[src/rtl/text_cursor_ctrl.sv]
// text_cursor_ctrl
//   Takes bytes from the UART receiver and writes them into the text RAM at a
//   managed cursor position. It also interprets CR, LF, BS and FF
//   (clear screen), so the display behaves like a small terminal.
//
//   State table:
//     state | meaning
//     IDLE  | waiting for an rx_valid rising edge; classify and service the byte
//     CLEAR | blank sweep over every cell in row-major order; bytes are dropped
//
// Ports:
//   clk       system clock; all logic runs on the rising edge
//   reset     synchronous, active-low reset
//   rx_data   received byte
//   rx_valid  receiver strobe (a level); only its rising edge is used
//   ram_we    text RAM write enable, one cycle per write (registered)
//   ram_row   write row address (registered)
//   ram_col   write column address (registered)
//   ram_data  write data (registered)
//   cur_row   cursor row
//   cur_col   cursor column
//   busy      high while a clear sweep runs
//   drop      one-cycle pulse when a byte arriving during the sweep is discarded
module text_cursor_ctrl #(
   parameter int         COLS  = 32,
   parameter int         ROWS  = 4,
   parameter int         COL_W = 5,
   parameter int         ROW_W = 2,
   parameter logic [7:0] BLANK = 8'h20
) (
   input  logic             clk,
   input  logic             reset,
   input  logic [7:0]       rx_data,
   input  logic             rx_valid,
   output logic             ram_we,
   output logic [ROW_W-1:0] ram_row,
   output logic [COL_W-1:0] ram_col,
   output logic [7:0]       ram_data,
   output logic [ROW_W-1:0] cur_row,
   output logic [COL_W-1:0] cur_col,
   output logic             busy,
   output logic             drop
);

   localparam int SW = ROW_W + COL_W;
   localparam logic [COL_W-1:0] COL_MAX   = COL_W'(COLS - 1);
   localparam logic [SW-1:0]    SWEEP_MAX = SW'(ROWS * COLS - 1);

   typedef enum logic {IDLE, CLEAR} state_t;

   state_t           state, nxt_state;
   logic             rx_q;
   logic [SW-1:0]    sweep, nxt_sweep;
   logic [ROW_W-1:0] nxt_row;
   logic [COL_W-1:0] nxt_col;
   logic             nxt_we;
   logic [ROW_W-1:0] nxt_wrow;
   logic [COL_W-1:0] nxt_wcol;
   logic [7:0]       nxt_wdata;
   logic             nxt_drop;
   logic             accept;
   logic [SW-1:0]    sweep_inc;

   assign accept    = rx_valid & ~rx_q;
   assign sweep_inc = sweep + 1'b1;
   assign busy      = (state == CLEAR);

   always_ff @(posedge clk) begin
      if (!reset) begin
         state    <= IDLE;
         rx_q     <= 1'b1;
         sweep    <= '0;
         cur_row  <= '0;
         cur_col  <= '0;
         ram_we   <= 1'b0;
         ram_row  <= '0;
         ram_col  <= '0;
         ram_data <= '0;
         drop     <= 1'b0;
      end else begin
         state    <= nxt_state;
         rx_q     <= rx_valid;
         sweep    <= nxt_sweep;
         cur_row  <= nxt_row;
         cur_col  <= nxt_col;
         ram_we   <= nxt_we;
         ram_row  <= nxt_wrow;
         ram_col  <= nxt_wcol;
         ram_data <= nxt_wdata;
         drop     <= nxt_drop;
      end
   end

   always_comb begin
      nxt_state = state;
      nxt_sweep = sweep;
      nxt_row   = cur_row;
      nxt_col   = cur_col;
      nxt_we    = 1'b0;
      nxt_wrow  = ram_row;
      nxt_wcol  = ram_col;
      nxt_wdata = ram_data;
      nxt_drop  = 1'b0;

      case (state)
         IDLE: begin
            if (accept) begin
               if (rx_data >= 8'h20 && rx_data <= 8'h7E) begin
                  nxt_we    = 1'b1;
                  nxt_wrow  = cur_row;
                  nxt_wcol  = cur_col;
                  nxt_wdata = rx_data;
                  if (cur_col == COL_MAX) begin
                     nxt_col = '0;
                     nxt_row = cur_row + 1'b1;
                  end else begin
                     nxt_col = cur_col + 1'b1;
                  end
               end else if (rx_data == 8'h0D) begin
                  nxt_col = '0;
               end else if (rx_data == 8'h0A) begin
                  nxt_col = '0;
                  nxt_row = cur_row + 1'b1;
               end else if (rx_data == 8'h08) begin
                  if (cur_col != '0) begin
                     nxt_col   = cur_col - 1'b1;
                     nxt_we    = 1'b1;
                     nxt_wrow  = cur_row;
                     nxt_wcol  = cur_col - 1'b1;
                     nxt_wdata = BLANK;
                  end else if (cur_row != '0) begin
                     nxt_row   = cur_row - 1'b1;
                     nxt_col   = COL_MAX;
                     nxt_we    = 1'b1;
                     nxt_wrow  = cur_row - 1'b1;
                     nxt_wcol  = COL_MAX;
                     nxt_wdata = BLANK;
                  end
               end else if (rx_data == 8'h0C) begin
                  // The first sweep write (cell 0) is registered here, so the
                  // ROWS*COLS writes line up exactly with the busy window.
                  nxt_state = CLEAR;
                  nxt_sweep = '0;
                  nxt_we    = 1'b1;
                  nxt_wrow  = '0;
                  nxt_wcol  = '0;
                  nxt_wdata = BLANK;
               end
            end
         end
         CLEAR: begin
            nxt_drop = accept;
            // sweep holds the address currently on the RAM bus
            if (sweep == SWEEP_MAX) begin
               nxt_state = IDLE;
               nxt_row   = '0;
               nxt_col   = '0;
            end else begin
               nxt_sweep              = sweep_inc;
               nxt_we                 = 1'b1;
               {nxt_wrow, nxt_wcol}   = sweep_inc;
               nxt_wdata              = BLANK;
            end
         end
         default: nxt_state = IDLE;
      endcase
   end

endmodule
[config.mk]
export PLATFORM = sky130hd
export DESIGN_NAME = text_cursor_ctrl
export DESIGN_NICKNAME = d
export VERILOG_FILES = /design/src/rtl/text_cursor_ctrl.sv
export SDC_FILE = /design/constraint.sdc
export NUM_CORES = 1
export LEC_CHECK = 0
export CAP_MARGIN = 10
export CORE_ASPECT_RATIO = 1.5
export CORE_MARGIN = 1.5
export CORE_UTILIZATION = 40
export DETAILED_ROUTE_END_ITERATION = 12
export PLACE_DENSITY = 0.69
export SETUP_SLACK_MARGIN = 0.2
export SYNTH_ARGS = -nofsm -noshare
export SYNTH_HDL_FRONTEND = slang
export SYNTH_SLANG_ARGS = --single-unit
[constraint.sdc]
create_clock -name clk -period 3.9 [get_ports clk]
set_input_delay 1.17 -clock clk [delete_from_list [all_inputs] [get_ports clk]]
set_output_delay 1.17 -clock clk [all_outputs]
set_load 0.01 [all_outputs]
* After elaboration in Yosys (flattened, before gate mapping)
Cells that the tools add are included.
** Cells by class
- $add $sub $neg :: 5
- $lt $le $gt $ge :: 2
- Eq/ne operators :: 24
- Multiplexer cells :: 71
- Bitwise logic cells :: 3
- Reductions and logical operators :: 8
** Operators by type and width (count)
- two-way mux 5 bit :: 16
- two-way mux 8 bit :: 9
- two-way mux 7 bit :: 7
- two-way mux 2 bit :: 17
- == test 8 x 4 -> 1 bit, second input constant :: 4
- case mux 5 bit (2 select lines) :: 2
- inequality test 4 bit, second input constant :: 4
- case mux 8 bit (2 select lines) :: 1
- two-way mux 1 bit :: 14
- inequality test 2 bit, second input constant :: 7
- case mux 7 bit (2 select lines) :: 1
- AND reduction 7 bit :: 2
- inequality test 5 bit, second input constant :: 2
- inequality test 3 bit, second input constant :: 3
- greater-or-equal comparator 8 x 6 -> 1 bit, second input constant :: 1
- less-or-equal comparator 8 x 7 -> 1 bit, second input constant :: 1
- case mux 2 bit (2 select lines) :: 2
- adder 7 x 1 -> 7 bit, second input constant :: 1
- == test 7 bit, second input constant :: 1
- inequality test 6 bit, second input constant :: 1
- AND reduction 6 bit :: 1
- adder 5 x 1 -> 5 bit, second input constant :: 1
- == test 5 bit, second input constant :: 1
- nonzero test 5 bit :: 1
- other kinds (11) :: 13
** Word-level totals
- Register bits after elaboration :: 33
- Bits of input ports :: 11
- Output and inout bits :: 25
- Word-level logic and storage cells :: 123

* Depth between registers and ports, before layout
Gate-level depths: netlist of run 1.
- Depth in word-level cells :: 9
- Depth in mapped cells :: 10
- Mapped depth without buffers :: 7

* Least setup slack after synthesis of run 1
Ideal clock, no wire load.
- Kind :: input-to-reg
- Start point :: input rx_data[4]
- End point :: register cur_col[3]
- Setup time :: 0.117 ns
- Arrival time :: 2.836 ns
- Data required time :: 3.783 ns
- Setup slack :: 0.947 ns
- Stages :: 6
- Path buffers :: 1
- Cell sequence :: or4b_1 -> clkbuf_4 -> a2111oi_2 -> o31ai_1 -> and3_1 -> a22o_2
** On the way
- Cells in the longest elaborated chain, start to end :: 6
- Elaborated cells on any way between the ends :: 14
- Those cells by class :: order compare: 2; eq/ne: 5; mux: 5; reduce/logical: 2
** Ends and longest elaborated chain
- from (decl) :: line 33 : input logic [7:0] rx_data,
- parallel branches: the longest is 6 deep, another holds greater-or-equal comparator 8 x 6 -> 1 bit
- to (signal assigned) :: line 85 : cur_col <= nxt_col;
- to (decl) :: line 40 : output logic [COL_W-1:0] cur_col,
Parallel ways; which one is timed is not known. The select of a mux whose other input is x is not followed.
A chain may end at the register's enable or synchronous reset.

* Worst setup path in the final report of run 1
- Start point :: input rx_data[5]
- End point :: register cur_col[4]
Same word-level chain as after synthesis.

==> run summary, run 1 <==
For this run, the leading register cell type out of synthesis is dfxtp_1. Synthesis produced a netlist whose cell count is 226. Yosys mapped a number of flops with a built-in enable equal to 0. Of the post-synthesis cell area, the dominant cell type holds 33.6%.

The number of hold-slack violations in the final timing report was 0. Cell internal power was estimated by the tool at 0.586 mW. Die outline area: 0.00535 mm^2. STA puts the critical path data arrival time at 3.58 ns. The number of gates resized after CTS was 0. For this run, the register share of the synthesized area comes to 33.6%. In the synthesized netlist, the cells that appear most often are dfxtp_1 (33), a21oi_1 (17), nand3_1 (16).

For the initial antenna violation count, the log shows 0. For the number of inserted diodes, the log shows 0. The worst setup path is launched from an input pin.

Along the worst path, the maximum fanout reaches 7. For the setup TNS, the log shows 0 ns. Entering global routing, the biggest net connects 22 pins.

The synthesized design contains 33 register bits. STA classifies the critical path endpoint as a flop. Setup repair after global routing left no endpoint under its margin. The final max-slew violation count was 0. Post-CTS repair timing setup buffer count: 0.

Buffers inserted during clock tree synthesis total 5. The count of port buffers added during placement is 35, and the share of the cycle needed by the critical path after routing is 88.0%. The path class of the tightest hold or removal check is reg -> reg. The tools report the sum of routed wire length over all layers as 5.02 mm. Number of warnings printed during yosys synthesis: 0. The number of placed cells counting well taps was 319. By area the synthesized netlist is led by dfxtp_1 (34%), a21oi_1 (4.3%), nand3_1 (4.1%). 36 I/O pins were placed. The clock reaches the later pin of the worst-skew pair after 0.29 ns. Static timing analysis puts the maximum clock frequency at 291 MHz. For this run, design rule violations remaining after detail routing come to 0.

The initial core utilization was 41.2%; the final non-filler cell total was 327. The mapped netlist covers 0.00196 mm^2. The tools report the standby leakage power as 0.837 nW.

Net switching is 23.2% of the power. Fraction of synthesis flops using an asynchronous set or reset pin: 0%. The via density per instance works out to 5.70. The tools report the first-pass GRT wire length as 7.97 mm.

The worst setup path is of the in -> reg kind. In this run the horizontal extent of the chip is 60.2 um. The flow ran to the end, and the final reports show no timing, DRC or antenna violations.

Headroom to the max-slew limit came out at 56.9%. Registers are responsible for 45.3% of the overall power. Relative to the synthesized area, the layout overhead comes to 24.7%. The critical path required time came out at 4.05 ns. The height of the die is 88.8 um. Fraction of layout instances using a drive strength above 1: 13.0%. Actual transition at the worst max-transition pin: 0.638 ns. Number of distinct standard cells referenced by the synthesized netlist: 66. A synthesized cell averages 8.69 um^2. Combinational group share of total power: 11.0%. After floorplanning, the core was sized to cover 0.00477 mm^2. Summed over all instances, the cell type with the most area after synthesis is dfxtp_1.

The smallest clock period supported by the final layout is computed as 3.43 ns. The tools report the via count as 1865. The run gives 20.0% as the global-route usage over all layers. TritonCTS built the clock tree.

The run gives 6 as the detailed-routing iteration count for the pre-antenna-repair pass. Detailed-placement wirelength estimate: 3.69 mm. Clock skew on the completed layout was measured at 0.00745 ns.

The remaining global-route overflow came out at 0. The root buffer cell chosen for the clock tree is clkbuf_8. Clock-pin slew was measured on the worst setup and hold paths at 0.07 ns. Buffers inserted to repair hold after CTS numbered 0. The clock passes through at most 2 buffers. The tool flagged a number of max-cap violations equal to 0.

The power per cell area works out to 311 mW/mm^2. The tools report the DRC marker count from the first detailed-route iteration as 75. The logs give 1657 for the via count of the first global-routing pass and 0.958 for the final weighted congestion in routability-driven placement. The number of nets with antenna violations after routing was 0.

The H-tree generated during clock tree synthesis spans 2 levels. Across the VDD grid, the largest voltage drop is 171 uV. Setup violations remaining at the end of the flow were counted as 0.

The net switching power figure was 0.177 mW; the total number of nets in the final design was 276. The number of sinks driven by the clock tree is 33. Row generation in the floorplan step produced 31 rows. Synthesized net count: 242.

After detailed routing, the average wire length per cell comes to 15.3 um. By instance count, the leading cell after synthesis is dfxtp_1. The clock network is responsible for 43.8% of the overall power.
==> worst max-delay path, cell delays in order <==
cell             delay (ns)
clkdlybuf4s50_1        0.47
or4b_1                 0.66
a2111oi_2              0.53
o31ai_1                0.20
a222oi_1               0.46
a311oi_1               0.09
==> metal layers <==
metal	vias up	part of all wire (%)	track usage [%]
met4	0	3.2	10.5
met3	18	4.3	4.53
met1	869	40	22.3
met5	-	0	0
li1	927	-	-
met2	51	52	34.4
==> cells by family after synthesis <==
group / after synthesis / synth area share [%]
DFF: 33 / 33.6
and+or+nand+nor: 80 / 22.9
buffers and inverters: 25 / 8.02
adders and majority gates: 5 / 3.18
AOI/OAI and AO/OA: 75 / 28.7
muxes: 1 / 0.510
xor gates and xnor gates: 7 / 3.12
==> cell type report <==
cell class	instances	area, um^2
Tap cell	66	82.6
Fill cell	459	2320
Sequential cell	33	661
Timing Repair Buffer	43	410
Multi-Input combinational cell	168	1150
Clock buffer	7	86.3
Inverter	9	33.8
Clock inverter	1	30.0
==> cell usage in the layout, fill, tap and decap left out, drive strengths merged, types with 3 or more instances in the layout <==
master,Yosys,final
dfxtp,33,33
xor2,3,3
nand2,13,13
xnor2,4,4
nor3,8,8
ha,5,5
o211ai,3,3
or4b,3,3
clkbuf,6,7
a21oi,18,18
clkdlybuf4s50,0,35
a211oi,7,7
and3,6,6
buf,8,8
or3,6,6
o31ai,3,3
inv,9,9
nand3,16,16
o21ai,11,11
nor2,11,11
a22o,3,3
a221oi,3,3
a211o,3,3
==> through the flow <==
stage	instance area (um^2)	util [%]	hold WS, ns	setup slack (ns)	power, mW
after floorplan	1960	-	0.424	0.947	0.402
after global placement	2330	48.9	0.435	0.258	0.435
after detailed placement	2330	48.9	0.445	0.262	0.435
after CTS	2450	51.4	0.454	0.557	0.768
after global routing	2450	51.4	0.481	0.409	0.789
final	2450	51.4	0.450	0.469	0.762
==> power groups by stage <==
stage                     combinational, mW  clock, mW  sequential [mW]
after floorplan                      0.0495          0            0.353
after global placement               0.0825          0            0.353
after detailed placement             0.0821          0            0.353
after CTS                            0.0824      0.341            0.345
after global routing                 0.0902      0.353            0.346
final                                0.0835      0.334            0.345
==> state kept, by name, summed over array words and instances (netlist names) <==
signal and flops:
ram_we 1, cur_row 2, drop 1, rx_q 1, ram_data 8, ram_col 5, busy 1, cur_col 5
sweep 7, ram_row 2
==> final timing paths <==
kind / slack (ns) / endpoint / depth (start not counted) / from
worst min register to register: 0.45 / drop$_SDFF_PN0_ / 1 / rx_q$_SDFF_PN1_
worst min-delay path: 0.45 / drop$_SDFF_PN0_ / 1 / rx_q$_SDFF_PN1_
worst max register to register: 1.21 / cur_col[4]$_SDFFE_PN0P_ / 8 / cur_col[0]$_SDFFE_PN0P_
worst max-delay path: 0.47 / cur_col[4]$_SDFFE_PN0P_ / 6 / rx_data[5]
(Power assumes the default switching activity.)
==> inputs of run 2 (changes only) <==
Settings changed: CTS_CLUSTER_DIAMETER set to 40, GPL_ROUTABILITY_DRIVEN set to 1.
==> results of run 2 <==
The final DEF is identical to that of run 1; final timing and power are the same.
